## src/rtl/conv_postproc_pool_stream.sv

```systemverilog
// rtl/conv_postproc_pool_stream.sv - conv post-processing (bias, ReLU, requantise) with 2x2 max-pool stream
//
// Ports:
//   clk, rst          clock and synchronous active-high reset
//   s_valid/s_ready   input pixel handshake (s_ready = !m_valid || m_ready)
//   s_data            NUM_OUTPUTS x IN_WIDTH signed conv results, channel i at [i*IN_WIDTH +: IN_WIDTH]
//   bias              NUM_OUTPUTS x IN_WIDTH signed per-channel bias (quasi-static)
//   shift             requantise arithmetic right shift (quasi-static)
//   m_valid/m_ready   pooled pixel handshake
//   m_data            NUM_OUTPUTS x OUT_WIDTH signed pooled pixel, channel i at [i*OUT_WIDTH +: OUT_WIDTH]
//   m_last            final pooled pixel of a frame
module conv_postproc_pool_stream #(
    parameter int IN_WIDTH    = 24,
    parameter int OUT_WIDTH   = 8,
    parameter int NUM_OUTPUTS = 4,
    parameter int IMG_WIDTH   = 4,
    parameter int IMG_HEIGHT  = 4,
    parameter int RELU_EN     = 1,
    parameter int SHIFT_WIDTH = 5
) (
    input  logic                             clk,
    input  logic                             rst,
    input  logic                             s_valid,
    output logic                             s_ready,
    input  logic [NUM_OUTPUTS*IN_WIDTH-1:0]  s_data,
    input  logic [NUM_OUTPUTS*IN_WIDTH-1:0]  bias,
    input  logic [SHIFT_WIDTH-1:0]           shift,
    output logic                             m_valid,
    input  logic                             m_ready,
    output logic [NUM_OUTPUTS*OUT_WIDTH-1:0] m_data,
    output logic                             m_last
);

    localparam int SW  = IN_WIDTH + 1;
    localparam int CW  = (IMG_WIDTH > 2) ? $clog2(IMG_WIDTH) : 1;
    localparam int RW  = (IMG_HEIGHT > 2) ? $clog2(IMG_HEIGHT) : 1;
    localparam int HW  = IMG_WIDTH / 2;
    localparam int LBW = (HW > 1) ? $clog2(HW) : 1;

    localparam logic [CW-1:0] COL_MAX = CW'(IMG_WIDTH - 1);
    localparam logic [RW-1:0] ROW_MAX = RW'(IMG_HEIGHT - 1);

    localparam logic signed [SW-1:0] QMAX = SW'((1 <<< (OUT_WIDTH - 1)) - 1);
    localparam logic signed [SW-1:0] QMIN = -QMAX - SW'(1);

    logic [CW-1:0]  col;
    logic [RW-1:0]  row;
    logic [LBW-1:0] lb_idx;
    logic           accept;
    logic           load;
    logic           shift_big;

    logic signed [OUT_WIDTH-1:0] pair_q  [NUM_OUTPUTS];
    logic signed [OUT_WIDTH-1:0] linebuf [HW][NUM_OUTPUTS];

    logic signed [OUT_WIDTH-1:0] q_w    [NUM_OUTPUTS];
    logic signed [OUT_WIDTH-1:0] hmax_w [NUM_OUTPUTS];
    logic signed [OUT_WIDTH-1:0] pool_w [NUM_OUTPUTS];

    assign s_ready = !m_valid || m_ready;
    assign accept  = s_valid && s_ready;
    // The fourth pixel of each 2x2 window lands on odd row, odd col.
    assign load    = accept && row[0] && col[0];
    assign lb_idx  = LBW'(col >> 1);

    // Shifts at or beyond the sum width collapse to pure sign fill.
    assign shift_big = ({{(32 - SHIFT_WIDTH){1'b0}}, shift} >= 32'(SW));

    // Bias add, optional ReLU, requantise shift and saturation per channel.
    always_comb begin
        logic [IN_WIDTH-1:0]   d_v;
        logic [IN_WIDTH-1:0]   b_v;
        logic signed [SW-1:0]  sum_v;
        logic signed [SW-1:0]  relu_v;
        logic signed [SW-1:0]  shr_v;
        for (int i = 0; i < NUM_OUTPUTS; i++) begin
            d_v   = s_data[i*IN_WIDTH +: IN_WIDTH];
            b_v   = bias[i*IN_WIDTH +: IN_WIDTH];
            sum_v = $signed({d_v[IN_WIDTH-1], d_v}) + $signed({b_v[IN_WIDTH-1], b_v});
            if ((RELU_EN != 0) && sum_v[SW-1]) begin
                relu_v = '0;
            end else begin
                relu_v = sum_v;
            end
            if (shift_big) begin
                shr_v = {SW{relu_v[SW-1]}};
            end else begin
                shr_v = relu_v >>> shift;
            end
            if (shr_v > QMAX) begin
                q_w[i] = QMAX[OUT_WIDTH-1:0];
            end else if (shr_v < QMIN) begin
                q_w[i] = QMIN[OUT_WIDTH-1:0];
            end else begin
                q_w[i] = shr_v[OUT_WIDTH-1:0];
            end
        end
    end

    // Horizontal max against the even-column pair register, then vertical
    // max against the entry stored while on the even row above.
    always_comb begin
        for (int i = 0; i < NUM_OUTPUTS; i++) begin
            hmax_w[i] = (pair_q[i] > q_w[i]) ? pair_q[i] : q_w[i];
            pool_w[i] = (linebuf[lb_idx][i] > hmax_w[i]) ? linebuf[lb_idx][i] : hmax_w[i];
        end
    end

    always_ff @(posedge clk) begin
        if (rst) begin
            col     <= '0;
            row     <= '0;
            m_valid <= 1'b0;
            m_last  <= 1'b0;
            m_data  <= '0;
            for (int i = 0; i < NUM_OUTPUTS; i++) begin
                pair_q[i] <= '0;
                for (int j = 0; j < HW; j++) begin
                    linebuf[j][i] <= '0;
                end
            end
        end else begin
            // A handshake empties the output stage; a load below overrides it.
            if (m_ready) begin
                m_valid <= 1'b0;
                m_last  <= 1'b0;
            end

            if (accept) begin
                if (col == COL_MAX) begin
                    col <= '0;
                    row <= (row == ROW_MAX) ? '0 : row + RW'(1);
                end else begin
                    col <= col + CW'(1);
                end

                for (int i = 0; i < NUM_OUTPUTS; i++) begin
                    if (!col[0]) begin
                        pair_q[i] <= q_w[i];
                    end else if (!row[0]) begin
                        linebuf[lb_idx][i] <= hmax_w[i];
                    end
                end
            end

            if (load) begin
                m_valid <= 1'b1;
                m_last  <= (row == ROW_MAX) && (col == COL_MAX);
                for (int i = 0; i < NUM_OUTPUTS; i++) begin
                    m_data[i*OUT_WIDTH +: OUT_WIDTH] <= pool_w[i];
                end
            end
        end
    end

endmodule

```

## config.mk

```make
export PLATFORM = sky130hd
export DESIGN_NAME = conv_postproc_pool_stream
export DESIGN_NICKNAME = d
export VERILOG_FILES = /design/src/rtl/conv_postproc_pool_stream.sv
export SDC_FILE = /design/constraint.sdc
export NUM_CORES = 1
export LEC_CHECK = 0
export ABC_AREA = 1
export BUFFER_PORTS_ARGS = -buffer_cell sky130_fd_sc_hd__buf_2
export CELL_PAD_IN_SITES_DETAIL_PLACEMENT = 0
export CELL_PAD_IN_SITES_GLOBAL_PLACEMENT = 1
export CORE_MARGIN = 1.5
export CORE_UTILIZATION = 38
export CTS_BUF_LIST = sky130_fd_sc_hd__clkbuf_8 sky130_fd_sc_hd__clkbuf_16
export CTS_CLUSTER_SIZE = 10
export DETAILED_ROUTE_END_ITERATION = 10
export PLACE_DENSITY_LB_ADDON = 0.1
export SYNTH_ARGS = -nofsm -noshare
export SYNTH_HDL_FRONTEND = slang
export SYNTH_SLANG_ARGS = --single-unit
```

## constraint.sdc

```tcl
create_clock -name clk -period 5.45 [get_ports clk]
set_input_delay 0.545 -clock clk [delete_from_list [all_inputs] [get_ports clk]]
set_output_delay 0.545 -clock clk [all_outputs]
set_load 0.02 [all_outputs]
```

==> summary.md, run 1 <==
The relative slew slack is 0.2667. The clock insertion delay at the later pin of the skew report is 0.43 ns. The most used flip-flop cell after synthesis was edfxtp_1. At the pin with the least slew margin, the transition time is 1.100 ns. In this run the count of I/O pins placed on the die edge is 236. The post-layout minimum cycle time was 5.807 ns. The total length of routed met3 wires was 1947 µm.

The fraction of final layout cells with drive strength greater than 1 was 0.4017; the fraction of synthesized cell area taken by the top area cell type was 0.2172. For this block, wires on met1 add up to 32,170 µm. The final-report max-slew violation count is 0. The worst setup timing slack at the placement stage is -1.107 ns, and the area of the core is 52,970 µm². The startpoint identified for the worst register-to-register timing path is pair_q[1][3]$_SDFFCE_PN0P_.

For the combined global-route utilization of all metal layers, the log shows 0.2500. The slowest stage of the critical path belongs to the cell fa_2. The critical path launch point type is an input port.

The number of antenna violations at the first check in global routing was 0. The most common cell in the synthesized netlist is nand2_1. The logs give 0 for the total DRC errors in the routed layout and 27,090 µm² for the post-detailed-placement cell area.

The delay of the slowest cell on the worst path was 0.34 ns; the mean area per synthesized cell was 5.994 µm². The run finished, with violations left. Combinational family with the most area after synthesis: simple AND/OR/NAND/NOR gates.

Before antenna repair, the detailed router went through 5 iterations. Area used by sequential logic in the layout: 3665 µm². Setup repair after global routing could not meet its margin everywhere.

After clock tree synthesis, the clock-pin slew on the worst setup and hold paths is 0.06 ns. Once layout is done, the placed cells without fillers occupy 31,310 µm². The die is 235.2 µm wide.

The synthesized-area fraction occupied by and/or/nand/nor cells was 0.4666; the data required time at the worst endpoint was 5.73 ns. CTS placed an instance of clkbuf_16 at the clock tree root. The detailed placement HPWL was 56,660 µm; the number of buffers and inverters on the critical path was 9. In this run the core area contains 84 standard-cell rows.

The height of the chip is 235.2 µm, and the number of H-tree levels is 4. STA classifies the critical path endpoint as a flip-flop. Clock skew on the completed layout was measured at 0.009026 ns. The worst setup slack after layout came out at -0.3571 ns. Total grt overflow: 0. The gate family responsible for the most delay along the worst path is simple AND/OR/NAND/NOR gates.

The logs give 17 for the number of buffers inserted during clock tree synthesis and 24,643 for the vias after detailed routing. The path with the worst hold slack has its endpoint at m_last$_SDFFE_PP0P_. The synthesized design spends more area on one cell type than any other, namely nand2_1.

Yosys attributes the largest share of cell area to nand2_1 (22%), edfxtp_1 (14%), ha_1 (9.9%). Adder-cell share of the synthesized area: 0.1028. The register bit total from synthesis is 135. TritonCTS built the clock tree. The multi-input gate area in the final layout is 17,520 µm², and the die area is 55,330 µm². Area overhead of the layout relative to synthesis: 52.79%. The run gives 24,206 as the number of global-route vias before repair.

The number of nets in the finished design is 4,636. The endpoint of the worst register-to-register path is m_data[14]$_SDFFE_PP0P_. The count of different cell masters after synthesis came out at 56. VDD sags by at most 204.1 µV.

The share of flip-flops with an asynchronous set or reset after synthesis was 0. The share of the clock period used by the worst path after layout came out at 1.066. The tools report the detailed-route wire length as 72,330 µm.

In this run the most critical hold path is launched from m_ready. Routability-driven placement finished with a final weighted congestion of 0.9030. Based on the critical path, the design can be clocked at up to 0.1722 GHz.

The complex-gate fraction of the synthesized area came out at 0.09836. Detailed routing placed a total of 36,580 µm of wire on met2. For the worst flop-to-flop path, the logic depth is 24.

The synthesized netlist occupies a cell area of 20,490 µm². Dividing the detail-routed via count by the number of cells gives 4.958. The XOR/XNOR share of the synthesized area was 0.01880. The antenna violation net count after detailed routing came out at 0. The top layer reached by signal wires is met4. In the final routed layout, each cell accounts on average for 14.55 µm. Along the worst hold path, the cell count comes to 4.

The proportion of synthesized area in mux cells was 0.01563; the reg-to-reg setup timing slack was 1.87 ns. The path class of the tightest hold or removal check is in -> reg. The run gives 0.1788 as the sequential area share after synthesis.

The longest clock path from root to sink contains 2 buffers. Number of standard cells after synthesis: 3,419. The cell seen most often among critical-path stages is nand3_1. Number of endpoints failing setup at the final stage: 32. The first global-routing pass estimated 116,300 µm of wire. The number of buffer cells added on primary ports works out to 235. Counting the fill cells in the layout gives 5,153. The total of max-cap violations was 0; the logic depth of the worst path, buffers included was 44. The worst setup path is of the in -> reg kind. Yosys mapped a number of flops with a built-in enable equal to 96.

Of all nets on the critical path, the largest fanout is 8. 0 antenna diodes ended up in the layout. For the worst setup path, the data arrival time is 6.09 ns. For this design the static power due to leakage is 0.01642 µW. For this design the ratio of total power to cell area is 198.9 nW/µm². The logs give 1,200 for the number of design-rule violations left by the first detailed-router iteration and 135 for the number of clock sinks.

The initial core utilization is 0.3869. The final hold violation count came out at 0. By count the netlist is led by nand2_1 (1,186), inv_1 (483), nand3_1 (384), nor2_1 (259), ha_1 (162). Entering global routing, the biggest net connects 63 pins. For this run, the number of Yosys warnings is 0. The final reports fail on negative setup slack.
through the flow:
step / hold WS [ns] / setup TNS, ns / std cells / util / power [µW]
finish: 0.4310 / -6.400 / 4970 / 0.5911 / 6228
CTS: 0.4174 / -4.979 / 4930 / 0.5479 / 5824
floorplan: 0.4441 / -5.465 / 3425 / - / 3116
global placement: 0.4478 / -23.62 / 4845 / 0.5113 / 4379
global route: 0.4564 / -18.54 / 4970 / 0.5911 / 6680
detailed placement: 0.4556 / -27.53 / 4845 / 0.5113 / 4427
tightest hold or removal path, cell delays in order:
cell and delay, ns:
buf_2 0.08, inv_1 0.04, nand3_1 0.07, a21oi_1 0.06
how the worst max path moves through the flow:
stage,start,end,slack (ns)
floorplan,s_data[0],m_data[7]$_SDFFE_PP0P_,-0.23
global route,bias[72],m_data[26]$_SDFFE_PP0P_,-0.79
finish,s_data[72],m_data[26]$_SDFFE_PP0P_,-0.36
global placement,bias[0],m_data[2]$_SDFFE_PP0P_,-1.05
detailed placement,bias[0],m_data[2]$_SDFFE_PP0P_,-1.11
CTS,s_data[72],m_data[25]$_SDFFE_PP0P_,-0.29
routing by layer:
metal	vias up	track usage
met5	-	0
met4	0	0.06569
met3	105	0.01876
met2	445	0.4609
met1	11359	0.3123
li1	12734	-
power by group:
| part | switching [µW] | internal [µW] |
|---|---|---|
| clock | 473 | 627 |
| sequential | 44.2 | 1160 |
| combinational | 2100 | 1820 |
sequential cells by signal (all words and copies together), names as in the netlist, named ones only:
register	flops
col	2
linebuf	64
m_valid	1
m_data	32
pair_q	32
row	2
m_last	1
placed cells by master (no fill, tap or decap), drive strengths merged:
cell type,instances
o211a,1
a211oi,4
clkinvlp,4
o21ai,114
clkinv,12
mux2i,32
o311ai,2
o211ai,14
nand4,61
nor4,2
a31oi,2
nor3,12
nor2,286
o21a,1
edfxtp,96
xnor2,25
inv,498
and2,7
xor2,19
dfxtp,39
ha,162
nand3b,15
a221oi,4
nand2,1244
buf,936
clkbuf,19
o221ai,5
or3,1
o21bai,11
o2111ai,1
o41ai,3
bufinv,1
a21oi,147
nand3,455
conb,8
fa,4
or2,11
a21boi,24
area by class of cell:
class,count,area share
clock buffers,17,0.01359
clock inverters,15,0.004196
inverters,500,0.06062
multi-input cells,2677,0.5594
flip-flops and latches,135,0.1170
well taps,688,0.02749
repair buffers,938,0.2176
what timing repair did:
action | in CTS | in global routing
pin swaps | 85 | 98
hold buffers | 0 | 0
endpoints found under the hold margin | 0 | 0
cloned | 4 | 2
setup endpoints to repair | 32 | 34
setup buffers | 49 | 39
gates resized for setup | 196 | 439
cells by family (layout without fill, tap and decap cells):
kind of cell,after synthesis,in the layout
AND/OR/NAND/NOR,2092,2094
XOR/XNOR,44,44
multiplexers,32,32
buffers and inverters,615,1470
adder cells (fa/ha/maj),166,166
other,2,8
flip-flops,135,135
AO/OA/AOI/OAI,333,333
Power figures use the tool's default switching activity.
==> run 2, diff against run 1 <==
--- a/config.mk
+++ b/config.mk
@@ -10,7 +10,7 @@
 export CELL_PAD_IN_SITES_DETAIL_PLACEMENT = 0
 export CELL_PAD_IN_SITES_GLOBAL_PLACEMENT = 1
 export CORE_MARGIN = 1.5
-export CORE_UTILIZATION = 38
+export CORE_UTILIZATION = 42
 export CTS_BUF_LIST = sky130_fd_sc_hd__clkbuf_8 sky130_fd_sc_hd__clkbuf_16
 export CTS_CLUSTER_SIZE = 10
 export DETAILED_ROUTE_END_ITERATION = 10
==> constraint.sdc (replaced) <==
create_clock -name clk -period 6.01 [get_ports clk]
set_input_delay 0.601 -clock clk [delete_from_list [all_inputs] [get_ports clk]]
set_output_delay 0.601 -clock clk [all_outputs]
set_load 0.02 [all_outputs]
==> run 2 against run 1 <==
  * The run now ends clean
  * Critical path depth down 4
  * Non-clock buffer count down 95
  * Sequential share of layout area up 0.48 points
  * Power down 10%
  * Cell count down 3.3%
  * Setup slack better by 0.42 ns
  * Hold slack better by 0.030 ns
  * Global-route usage up 1.5 points
  * Largest cell class unchanged
  * Largest power group unchanged
==> summary.md, run 2 (synthesized netlist as in run 1, its figures left out) <==
The run finished with clean final reports. The master cell of the clock root buffer was clkbuf_16. The initial core utilization is 0.4274 (+0.04055), and the detailed placement HPWL is 55,060 µm (-2.8%). The run gives 26,040 µm² (-3.9%) as the post-detailed-placement cell area.

The post-route cell area was 30,070 µm² (-4.0%); the number of clock sinks was 135 (unchanged). The run gives 236 (unchanged) as the number of placed I/O pins. Worst supply voltage drop on vdd: 208.9 µV (+2.4%).

The cell count after placement is 4,695 (-3.1%), and the number of standard-cell rows in the floorplan is 80 (-4.8%). The worst setup path is captured at a flip-flop. The tools report the total grt overflow as 0 (unchanged). The height of the chip is 223.9 µm (-4.8%). Standard cell with the maximum stage delay on the critical path: ha_1.

The largest registers in the layout are linebuf: 64 flops, m_data: 32 flops, pair_q: 32 flops. The number of nets in the finished design is 4,544 (-2.0%). The area overhead of the layout relative to synthesis is 46.71%, and the number of flip-flops in the largest register is 64 (unchanged). Maximum number of pins on one net before global-route repair: 95 (+51%). The tools report the data required time at the worst endpoint as 6.29 ns (+0.56 ns). The die span in x came out at 223.9 µm (-4.8%). For the worst setup timing slack at the placement stage, the log shows -0.6928 ns (+0.4140 ns). The path class of the tightest hold or removal check is reg -> reg. The clock insertion delay at the later pin of the skew report is 0.43 ns (about the same). The logs give 0 (unchanged) for the total of max-cap violations and 0.2655 (+0.01549) for the combined global-route utilization of all metal layers. Setup repair after global routing could not meet its margin everywhere.

The tools report the worst setup slack after layout as 0.06022 ns (+0.4174 ns). The run gives 3665 µm² (unchanged) as the area used by sequential logic in the layout. The library cells used most frequently in the layout, excluding fill and tap cells, are nand2_1 (1,040), buf_4 (572), inv_1 (460), nand3_1 (290), buf_2 (233).

The tools report the final hold violation count as 0 (unchanged). The library cell used most frequently in the layout, excluding fill and tap cells, is nand2_1. The multi-input gate area in the final layout was 17,140 µm² (-2.1%); the maximum clock insertion buffer count was 2 (unchanged).

Maximum fanout encountered on the critical timing path: 7 (-1). The highest achievable clock rate was 0.1681 GHz; the final RePlAce weighted congestion was 0.9363 (+3.7%). The post-CTS clock slew at the launch and capture registers of the worst setup and hold paths was 0.06 ns (about the same). The tools report the utilization after layout as 0.6271 (+0.03598). The vias after detailed routing came out at 24,417 (-0.92%). TritonCTS built the clock tree. The detailed-route wire length came out at 70,250 µm (-2.9%). The reg-to-reg setup timing slack came out at 2.37 ns (+0.50 ns). The area of the core was 47,950 µm² (-9.5%); the average detailed-routed wire length per instance was 14.61 µm (+0.39%). The final instance count without filler cells was 4,808 (-3.3%); the total DRC errors in the routed layout was 0 (unchanged).

The number of buffer cells added on primary ports works out to 235 (unchanged). The leakage power figure is 0.01588 µW (-3.3%). The tools report the number of iterations in the first detailed-routing pass as 8 (+3). The antenna violation net count after detailed routing was 0 (unchanged); the power per unit of standard cell area was 185.5 nW/µm² (-6.8%). The number of antenna violations at the first check in global routing came out at 3 (+3). The tools report the wire length of the first global-routing pass as 110,800 µm (-4.7%). The run gives 0.009459 ns (+0.0004335 ns) as the post-route clock skew. The tools report the number of buffers inserted during clock tree synthesis as 17 (unchanged). The number of endpoints failing setup at the final stage was 0 (-100%). The number of global-route vias before repair was 22,496 (-7.1%); the slew at the pin with the worst max-slew slack was 1.066 ns (-0.03425 ns). The run gives 50,130 µm² (-9.4%) as the die area. The vias per cell works out to 5.078 (+2.4%). The share of the clock period used by the worst path after layout was 0.9900; the post-layout minimum cycle time was 5.950 ns. The logs give 6.23 ns (+0.14 ns) for the worst path arrival time and 4 (unchanged) for the number of H-tree levels. The setup path with the least slack is of type in -> reg. The final-report max-slew violation count is 0 (unchanged). The register containing the most flip-flops in the final layout was linebuf. The delay of the slowest cell on the worst path works out to 0.36 ns (+0.02 ns).

The cell seen most often among critical-path stages was inv_1. The tools report the relative slew slack as 0.2896 (+0.02283). STA classifies the critical path startpoint as an input port.

For the number of design-rule violations left by the first detailed-router iteration, the log shows 1,467 (+22%). The fraction of final layout cells with drive strength greater than 1 was 0.3726 (-0.02913). The run gives 4,535 (-12%) as the filler cell count.
## run 2: timing repair
item | CTS | global route
pin swaps | 14 | 231
endpoints found under the hold margin | 0 | 0
gates resized for setup | 44 | 595
setup endpoints to repair | 23 | 32
gates cloned | 4 | 7
setup buffers | 9 | 59
hold buffers | 0 | 0
## run 2: through the flow
step                      power (µW)  hold WS (ns)  setup TNS, ns
after floorplan                 2749        0.4441              0
after global placement          3848        0.4480         -13.55
after detailed placement        3891        0.4527         -16.04
after CTS                       5029        0.4598       -0.01691
after global routing            5968        0.4785         -6.867
final                           5576        0.4613              0
## run 2: area by class of cell
class / instances / share of cell area
antenna: 3 / 0.0002497
clock buffer: 17 / 0.01415
clock inverter: 15 / 0.005452
inverter: 500 / 0.06255
multi-input combinational: 2680 / 0.5701
sequential: 135 / 0.1219
tap: 615 / 0.02559
timing repair buffer: 843 / 0.2000
## run 2: layer usage
| metal | vias to the layer above | part of all wire | global-route usage |
|---|---|---|---|
| li1 | 12537 | - | - |
| met1 | 11252 | 0.47 | 0.3652 |
| met2 | 546 | 0.48 | 0.4615 |
| met3 | 82 | 0.036 | 0.01417 |
| met4 | 0 | 0.016 | 0.04861 |
| met5 | - | 0 | 0 |
## run 2: worst max-delay path, delay by kind of cell
kind | cells | cell delay [ns]
compound gates | 12 | 1.92
fa+ha+maj | 3 | 0.77
buf+inv | 8 | 0.83
simple gates | 17 | 2.08
## run 2: worst paths after layout
kind | to | from | cells after the start
max | m_data[25]$_SDFFE_PP0P_ | s_data[80] | 40
min | m_data[22]$_SDFFE_PP0P_ | m_data[22]$_SDFFE_PP0P_ | 2
max reg2reg | m_data[25]$_SDFFE_PP0P_ | pair_q[3][3]$_SDFFCE_PN0P_ | 22
min reg2reg | m_data[22]$_SDFFE_PP0P_ | m_data[22]$_SDFFE_PP0P_ | 2
## run 2: where the power goes
group | internal, µW | leakage, µW | switching [µW] | total (µW)
combinational | 1550 | 0.0143 | 1890 | 3440
sequential | 1050 | 0.00132 | 37.2 | 1090
clock | 646 | 0.000295 | 405 | 1050
